[src/rtl/ecc_sed_pkg.sv]
`default_nettype none
// ============================================================================
// Module   : ecc_sed_pkg
// Brief    : Shared widths, constants and sizing helpers for the SED encoder.
// Revision : 1.0 - initial release
// ============================================================================
package ecc_sed_pkg;

    localparam int CNT_W = 16;
    localparam logic [CNT_W-1:0] CNT_MAX = {CNT_W{1'b1}};

    function automatic int lane_w(input int data_width, input int num_lanes);
        return data_width / num_lanes;
    endfunction

    function automatic int codeword_w(input int data_width, input int num_lanes);
        return data_width + num_lanes;
    endfunction

endpackage
`default_nettype wire

[src/rtl/ecc_sed_parity_lane.sv]
`default_nettype none
// ============================================================================
// Module   : ecc_sed_parity_lane
// Brief    : Combinational odd/even parity over one data lane.
// Revision : 1.0 - initial release
// ============================================================================
module ecc_sed_parity_lane #(
    parameter int LW         = 12,
    parameter bit ODD_PARITY = 1'b1
) (
    input  logic [LW-1:0] lane,
    output logic          parity
);

    assign parity = ODD_PARITY ? ~^lane : ^lane;

endmodule
`default_nettype wire

[src/rtl/ecc_sed_stream_encoder.sv]
`default_nettype none
// ============================================================================
// Module   : ecc_sed_stream_encoder
// Brief    : Streaming per-lane SED encoder with skid buffer, parity error
//            injection and saturating output word counter.
// Revision : 1.0 - initial release
// ============================================================================
module ecc_sed_stream_encoder
    import ecc_sed_pkg::*;
#(
    parameter int DATA_WIDTH = 12,
    parameter int NUM_LANES  = 1,
    parameter bit ODD_PARITY = 1'b1
) (
    input  logic                                         clk,
    input  logic                                         rst,
    input  logic                                         data_valid,
    output logic                                         data_ready,
    input  logic [DATA_WIDTH-1:0]                        data,
    output logic                                         enc_valid,
    input  logic                                         enc_ready,
    output logic [codeword_w(DATA_WIDTH, NUM_LANES)-1:0] enc_codeword,
    input  logic                                         inj_req,
    input  logic [NUM_LANES-1:0]                         inj_mask,
    output logic                                         inj_pending,
    input  logic                                         cnt_clr,
    output logic [CNT_W-1:0]                             word_cnt
);

    localparam int LW = lane_w(DATA_WIDTH, NUM_LANES);
    localparam int CW = codeword_w(DATA_WIDTH, NUM_LANES);

    logic [NUM_LANES-1:0] w_lane_parity;
    logic [NUM_LANES-1:0] w_mask_eff;
    logic [NUM_LANES-1:0] w_parity;
    logic [CW-1:0]        w_codeword;
    logic                 w_accept;
    logic                 w_drain;
    logic                 w_inj_apply;

    logic                 r_out_valid;
    logic [CW-1:0]        r_out_cw;
    logic                 r_skid_valid;
    logic [CW-1:0]        r_skid_cw;
    logic                 r_data_ready;
    logic                 r_inj_pending;
    logic [NUM_LANES-1:0] r_inj_mask;
    logic [CNT_W-1:0]     r_word_cnt;

    if (DATA_WIDTH % NUM_LANES != 0) begin : g_width_check
        $error("DATA_WIDTH must be divisible by NUM_LANES");
    end

    for (genvar gi = 0; gi < NUM_LANES; gi++) begin : g_lane
        ecc_sed_parity_lane #(
            .LW         (LW),
            .ODD_PARITY (ODD_PARITY)
        ) u_lane (
            .lane   (data[gi*LW +: LW]),
            .parity (w_lane_parity[gi])
        );
    end

    assign w_accept    = data_valid && r_data_ready;
    assign w_drain     = r_out_valid && enc_ready;
    // A request coincident with an accept applies its own mask directly.
    assign w_inj_apply = w_accept && (inj_req || r_inj_pending);
    assign w_mask_eff  = inj_req ? inj_mask : r_inj_mask;
    assign w_parity    = w_lane_parity ^ (w_inj_apply ? w_mask_eff : {NUM_LANES{1'b0}});
    assign w_codeword  = {w_parity, data};

    // data_ready tracks skid emptiness from a flop, so enc_ready never reaches it.
    always_ff @(posedge clk or negedge rst) begin
        if (!rst) begin
            r_out_valid  <= 1'b0;
            r_out_cw     <= '0;
            r_skid_valid <= 1'b0;
            r_skid_cw    <= '0;
            r_data_ready <= 1'b1;
        end else if (!r_out_valid || w_drain) begin
            if (r_skid_valid) begin
                r_out_cw     <= r_skid_cw;
                r_out_valid  <= 1'b1;
                r_skid_valid <= 1'b0;
                r_data_ready <= 1'b1;
            end else if (w_accept) begin
                r_out_cw    <= w_codeword;
                r_out_valid <= 1'b1;
            end else begin
                r_out_valid <= 1'b0;
            end
        end else if (w_accept) begin
            r_skid_cw    <= w_codeword;
            r_skid_valid <= 1'b1;
            r_data_ready <= 1'b0;
        end
    end

    always_ff @(posedge clk or negedge rst) begin
        if (!rst) begin
            r_inj_pending <= 1'b0;
            r_inj_mask    <= '0;
        end else if (w_accept) begin
            r_inj_pending <= 1'b0;
            r_inj_mask    <= '0;
        end else if (inj_req) begin
            r_inj_pending <= 1'b1;
            r_inj_mask    <= inj_mask;
        end
    end

    always_ff @(posedge clk or negedge rst) begin
        if (!rst) begin
            r_word_cnt <= '0;
        end else if (cnt_clr) begin
            r_word_cnt <= '0;
        end else if (w_drain && (r_word_cnt != CNT_MAX)) begin
            r_word_cnt <= r_word_cnt + 1'b1;
        end
    end

    assign data_ready   = r_data_ready;
    assign enc_valid    = r_out_valid;
    assign enc_codeword = r_out_cw;
    assign inj_pending  = r_inj_pending;
    assign word_cnt     = r_word_cnt;

endmodule
`default_nettype wire

[config.mk]
export PLATFORM = sky130hd
export DESIGN_NAME = ecc_sed_stream_encoder
export DESIGN_NICKNAME = d
export VERILOG_FILES = /design/src/rtl/ecc_sed_pkg.sv /design/src/rtl/ecc_sed_parity_lane.sv /design/src/rtl/ecc_sed_stream_encoder.sv
export SDC_FILE = /design/constraint.sdc
export NUM_CORES = 1
export LEC_CHECK = 0
export ABC_AREA = 1
export ABC_CLOCK_PERIOD_IN_PS = 2000
export CAP_MARGIN = 25
export CORE_ASPECT_RATIO = 1.75
export CORE_UTILIZATION = 42
export CTS_CLUSTER_SIZE = 16
export DETAILED_ROUTE_END_ITERATION = 12
export PLACE_DENSITY_LB_ADDON = 0.05
export SYNTH_ARGS = -nofsm -noshare
export SYNTH_HDL_FRONTEND = slang
export SYNTH_SLANG_ARGS = --single-unit
export TNS_END_PERCENT = 50
[constraint.sdc]
create_clock -name clk -period 2 [get_ports clk]
set_clock_uncertainty 0.05 [all_clocks]
set_input_delay 0.4 -clock clk [delete_from_list [all_inputs] [get_ports clk]]
set_output_delay 0.4 -clock clk [all_outputs]
set_load 0.02 [all_outputs]
== After elaboration in Yosys (flattened, before gate mapping) ==
Cells that the tools add are included.

* Bits in registers: 47
* Output and inout port bits: 32

* Equality and inequality tests: 2
* Add/sub/neg operators: 1
* Reductions and logical operators: 15
* Mux-type cells: 16
* Bitwise logic cells: 2

{| class="wikitable"
|+ Operator list
! kind !! number
|-
| two-way mux 16 bit || 2
|-
| two-way mux 13 bit || 2
|-
| adder 16 x 1 -> 16 bit (second input constant) || 1
|-
| inequality test 16 bit (second input constant) || 1
|-
| two-way mux 1 bit || 12
|-
| XNOR reduction 12 bit || 1
|-
| nonzero test 2 bit || 4
|-
| AND reduction 2 bit || 3
|-
| logical AND 1 bit || 4
|-
| logical OR 1 bit || 2
|-
| inequality test 2 bit (second input constant) || 1
|-
| logical NOT 1 bit || 1
|-
| NOT 1 bit || 1
|-
| bitwise XOR 1 bit || 1
|}

== Longest topological paths before layout ==
* Depth in word-level cells: 6
* Gate-level depth with buffers: 12
* Mapped depth without buffers: 12

== Cells and area by module ==
A second synthesis with hierarchy kept.

* Cells, all modules: 369
* Area total of the unflattened synthesis: 2586.2 um^2

{| class="wikitable"
|+ Modules (own cells, without submodules)
! module !! times used !! area each (um^2) !! sequential area each (um^2) !! cells each
|-
| ecc_sed_stream_encoder || 1 || 2344.7 || 1177.4 || 311
|-
| ecc_sed_parity_lane || 1 || 241.5 || 0.0 || 58
|}

== Worst setup path after synthesis ==
OpenSTA, ideal clock, no wires.

* Path kind: reg-to-reg
* Start point: register r_word_cnt[0], in the netlist word_cnt[0]
* End point: register r_word_cnt[6], in the netlist word_cnt[6]
* Arrival: 1525 ps
* Period minus slack after synthesis: 1695 ps
* Stages on the path, launching flop included: 10
* Data required time: 1830 ps
* Path buffers: 1
* Setup slack: 305 ps
* Cells stage by stage: dfrtp_1 > ha_1 > nand2_1 > nor2_4 > nand3_2 > nand2_4 > nand2_4 > buf_6 > a21oi_1 > nor2_1

* Cells in the longest elaborated chain, start to end: 3
* Elaborated cells between the ends (all ways): 6

{| class="wikitable"
|+ RTL lines
! item !! RTL line !! RTL
|-
| from (decl) || ecc_sed_stream_encoder.sv:48 || <nowiki>logic [CNT_W-1:0] r_word_cnt;</nowiki>
|-
| from (signal assigned) || ecc_sed_stream_encoder.sv:118 || <nowiki>r_word_cnt <= r_word_cnt + 1'b1;</nowiki>
|-
| adder 16 x 1 -> 16 bit or inequality test 16 bit (tied branches) || ecc_sed_stream_encoder.sv:118, ecc_sed_stream_encoder.sv:117 ||
|-
| two-way mux 16 bit or logical AND 1 bit (tied branches) || ecc_sed_stream_encoder.sv:117 || <nowiki>end else if (w_drain && (r_word_cnt != CNT_MAX)) begin</nowiki>
|-
| two-way mux 16 bit or nonzero test 2 bit (tied branches) || -- ||
|}

Parallel ways exist; a longest one is shown, timed or not. The select of a mux whose other input is x is not followed.
A chain may end at the register's enable or synchronous reset.

== Worst setup path in the final report ==
* Start point: register r_word_cnt[5], in the netlist word_cnt[5]
* End point: output port word_cnt[5]

{| class="wikitable"
|+ RTL lines
! item !! RTL line !! RTL
|-
| to (decl) || ecc_sed_stream_encoder.sv:27 || <nowiki>output logic [CNT_W-1:0] word_cnt</nowiki>
|}

No word-level cell between the ends.

==> reports/qor.txt <==
IO Port Bufs = 50
Worst R2R Setup Slack = 220 ps
Synth area leaders = dfrtp_1 45%, nand2_1 20%, inv_1 5.4%
slowest CP cell = clkdlybuf4s50_1
largest area contributor in the netlist = dfrtp_1
largest fanout on the critical path = 7
Hold Path Origin = r_skid_cw[3]$_DFFE_PN0P_
crit-path cells = clkdlybuf4s50_1
slowest cell delay on critical path = 660 ps
measured slew at the worst slew-check pin = 433 ps
Synth top area share = 45.1%
top-count cell post-synth = nand2_1
share of layout cells above drive strength 1 = 7.30%
clock buffer count from CTS = 5
Most used DFF post-synth = dfrtp_1
worst rel slew slack = 71.0%
sequential area share after synthesis = 46.2%
fin util = 55.8%
Initial Utilization = 43.4%
count of final setup violators = 0
worst skew pair latency = 290 ps
final hold slack = 427 ps
CP Launch Type = flip-flop
DRC Markers = 0
FF-to-FF Start = word_cnt[0]$_DFFE_PN0P_
initial antenna violation count = 0
Crit Path Class = flip-flop to output pin
RSZ-0062 raised after global routing = no
Ports = 51
CTS H-tree lvls = 2
Iteration-0 DRC Markers = 120
nets = 430
Synth cell types = 26
vias in the first global route = 2377
total global routing overflow = 0
largest net degree at the start of global routing = 25
Metal-1 WL = 2400 µm
area grow syn2layout = 28.6%
multi-input logic area = 1180 µm²
Final Max Slew Viols = 0
number of diodes = 0
Placed Cells = 480
cells on worst reg2reg path = 9
RePlAce Congestion = 0.911
highest clock rate = 0.527 GHz
die footprint = 6400 µm²
WP data arrival = 1450 ps
Post-synth EDFFs = 0
layout filler cell count = 594
Core Area = 5880 µm²
Die Height = 105 µm
Post-CTS Setup Inserts = 0
placed wire-length estimate = 5020 µm
deepest clock path buffer count = 2
Critical Path End Type = output pin
final hold vios = 0
worst r2r dst = word_cnt[3]$_DFFE_PN0P_
clock-pin transition on the worst setup and hold timing paths = 80 ps
Syn Inst Count = 351
met3 WL = 193 µm
max-cap viol count = 0
number of routed nets with antenna violations = 0
clock sinks = 47
Tot GR Track Use = 22.2%
DR vias = 2396
wire length on met2 = 3420 µm
Hold Path Depth = 2
top cells by count, synth = 139 x nand2_1, 46 x dfrtp_1, 37 x inv_1, 30 x nor2_1, 20 x nand3_1
status = finished clean
Hold Path Class = flip-flop to flip-flop
PwrDens = 997 nW/µm²
uppermost layer routed = met4
Critical Path RT = 1550 ps
Rows = 37
Post-Syn Area = 2550 µm²
Max VDD drop = 0.000500 V
WP buf/inv = 1
Post-Route WL = 6260 µm
CTS tree = done
register area = 1180 µm²
Avg Vias per Cell = 4.90
CP delay by family, top = buffers and inverters
Root Buffer = clkbuf_8
register bit total from synthesis = 47
Die X = 60.9 µm
period utilization = 94.9%
fin crit period = 1900 ps
share of flip-flops with an asynchronous set or reset = 100%
leakage = 0.00159 µW
worst hold endpoint = r_skid_cw[3]$_DFFE_PN0P_
Mean Syn Cell Area = 7.26 µm²
WL/cell = 12.8 µm
Syn Nets = 371
router iterations before antenna repair = 4
Synth Warn # = 0
first-pass GRT wire length = 10600 µm
Post-Layout Cell Count = 489
Final TNS setup = 0 ps
## how the worst max path moves through the flow
| stage | cells past startpoint | endpoint | from |
|---|---|---|---|
| 6_report | 1 | word_cnt[5] | word_cnt[5]$_DFFE_PN0P_ |
| 5_1_grt | 1 | word_cnt[5] | word_cnt[5]$_DFFE_PN0P_ |
| 4_1_cts | 6 | enc_codeword[8]$_DFFE_PN0P_ | r_skid_valid$_DFFE_PN0P_ |
| 3_5_place_dp | 7 | enc_codeword[8]$_DFFE_PN0P_ | enc_ready |
| 3_3_place_gp | 7 | enc_codeword[1]$_DFFE_PN0P_ | enc_ready |
| 2_1_floorplan | 9 | word_cnt[6]$_DFFE_PN0P_ | word_cnt[0]$_DFFE_PN0P_ |
## cell type report
cell class,instances,area share [%]
Clock buffer,7,2.33
Clock inverter,1,0.153
Inverter,39,4.47
Multi-Input combinational cell,256,36.0
Sequential cell,47,36.0
Tap cell,78,2.98
Timing Repair Buffer,61,18.1
## routing by layer
metal	track usage, %	up-vias
li1	-	1225
met1	24.3	1098
met2	39.7	57
met3	3.22	16
met4	10.6	0
met5	0	-
## stage by stage
step	setup WS, ps	cell area (µm²)	power (µW)
after global placement	53.9	3190	2730
after detailed placement	32.8	3190	2760
final	101	3280	3270
after floorplan	305	2550	2170
after CTS	57.5	3280	3310
after global routing	28.1	3280	3510
## sequential cells by signal (all words and copies together) (netlist names)
register,cells
data_ready,1
enc_codeword,13
enc_valid,1
inj_pending,1
r_inj_mask,1
r_skid_cw,13
r_skid_valid,1
word_cnt,16
## cells in the final DEF, fill, tap and decap left out, drive strengths merged, types with 2 or more instances in the layout
master,instances
nand2,141
clkdlybuf4s50,49
dfrtp,46
inv,39
nor2,32
nand3,22
o21ai,18
a31oi,12
buf,11
nand4,8
nor3,8
clkbuf,7
a21oi,6
xor2,4
xnor2,2
o31ai,2
## logic make-up after synthesis
| family | after synthesis | share of synthesized area (%) |
|---|---|---|
| xor gates and xnor gates | 6 | 2.06 |
| AOI/OAI and AO/OA | 38 | 8.24 |
| buffers and inverters | 48 | 7.51 |
| and+or+nand+nor | 211 | 35.5 |
| adders and majority gates | 1 | 0.491 |
| DFF | 47 | 46.2 |
## power breakdown
| part | leakage, µW | internal [µW] | switching (µW) |
|---|---|---|---|
| Clock | 0.0000422 | 246 | 307 |
| Sequential | 0.000587 | 1260 | 188 |
| Combinational | 0.000964 | 555 | 714 |
| Total | 0.00159 | 2060 | 1210 |
## repair_timing
| item | in CTS | in global routing |
|---|---|---|
| hold endpoints to repair | 13 | 0 |
| setup endpoints to repair | 0 | 12 |
| gates resized for setup | 0 | 1 |
| hold buffers | 1 | 0 |
Power figures use the tool's default switching activity.
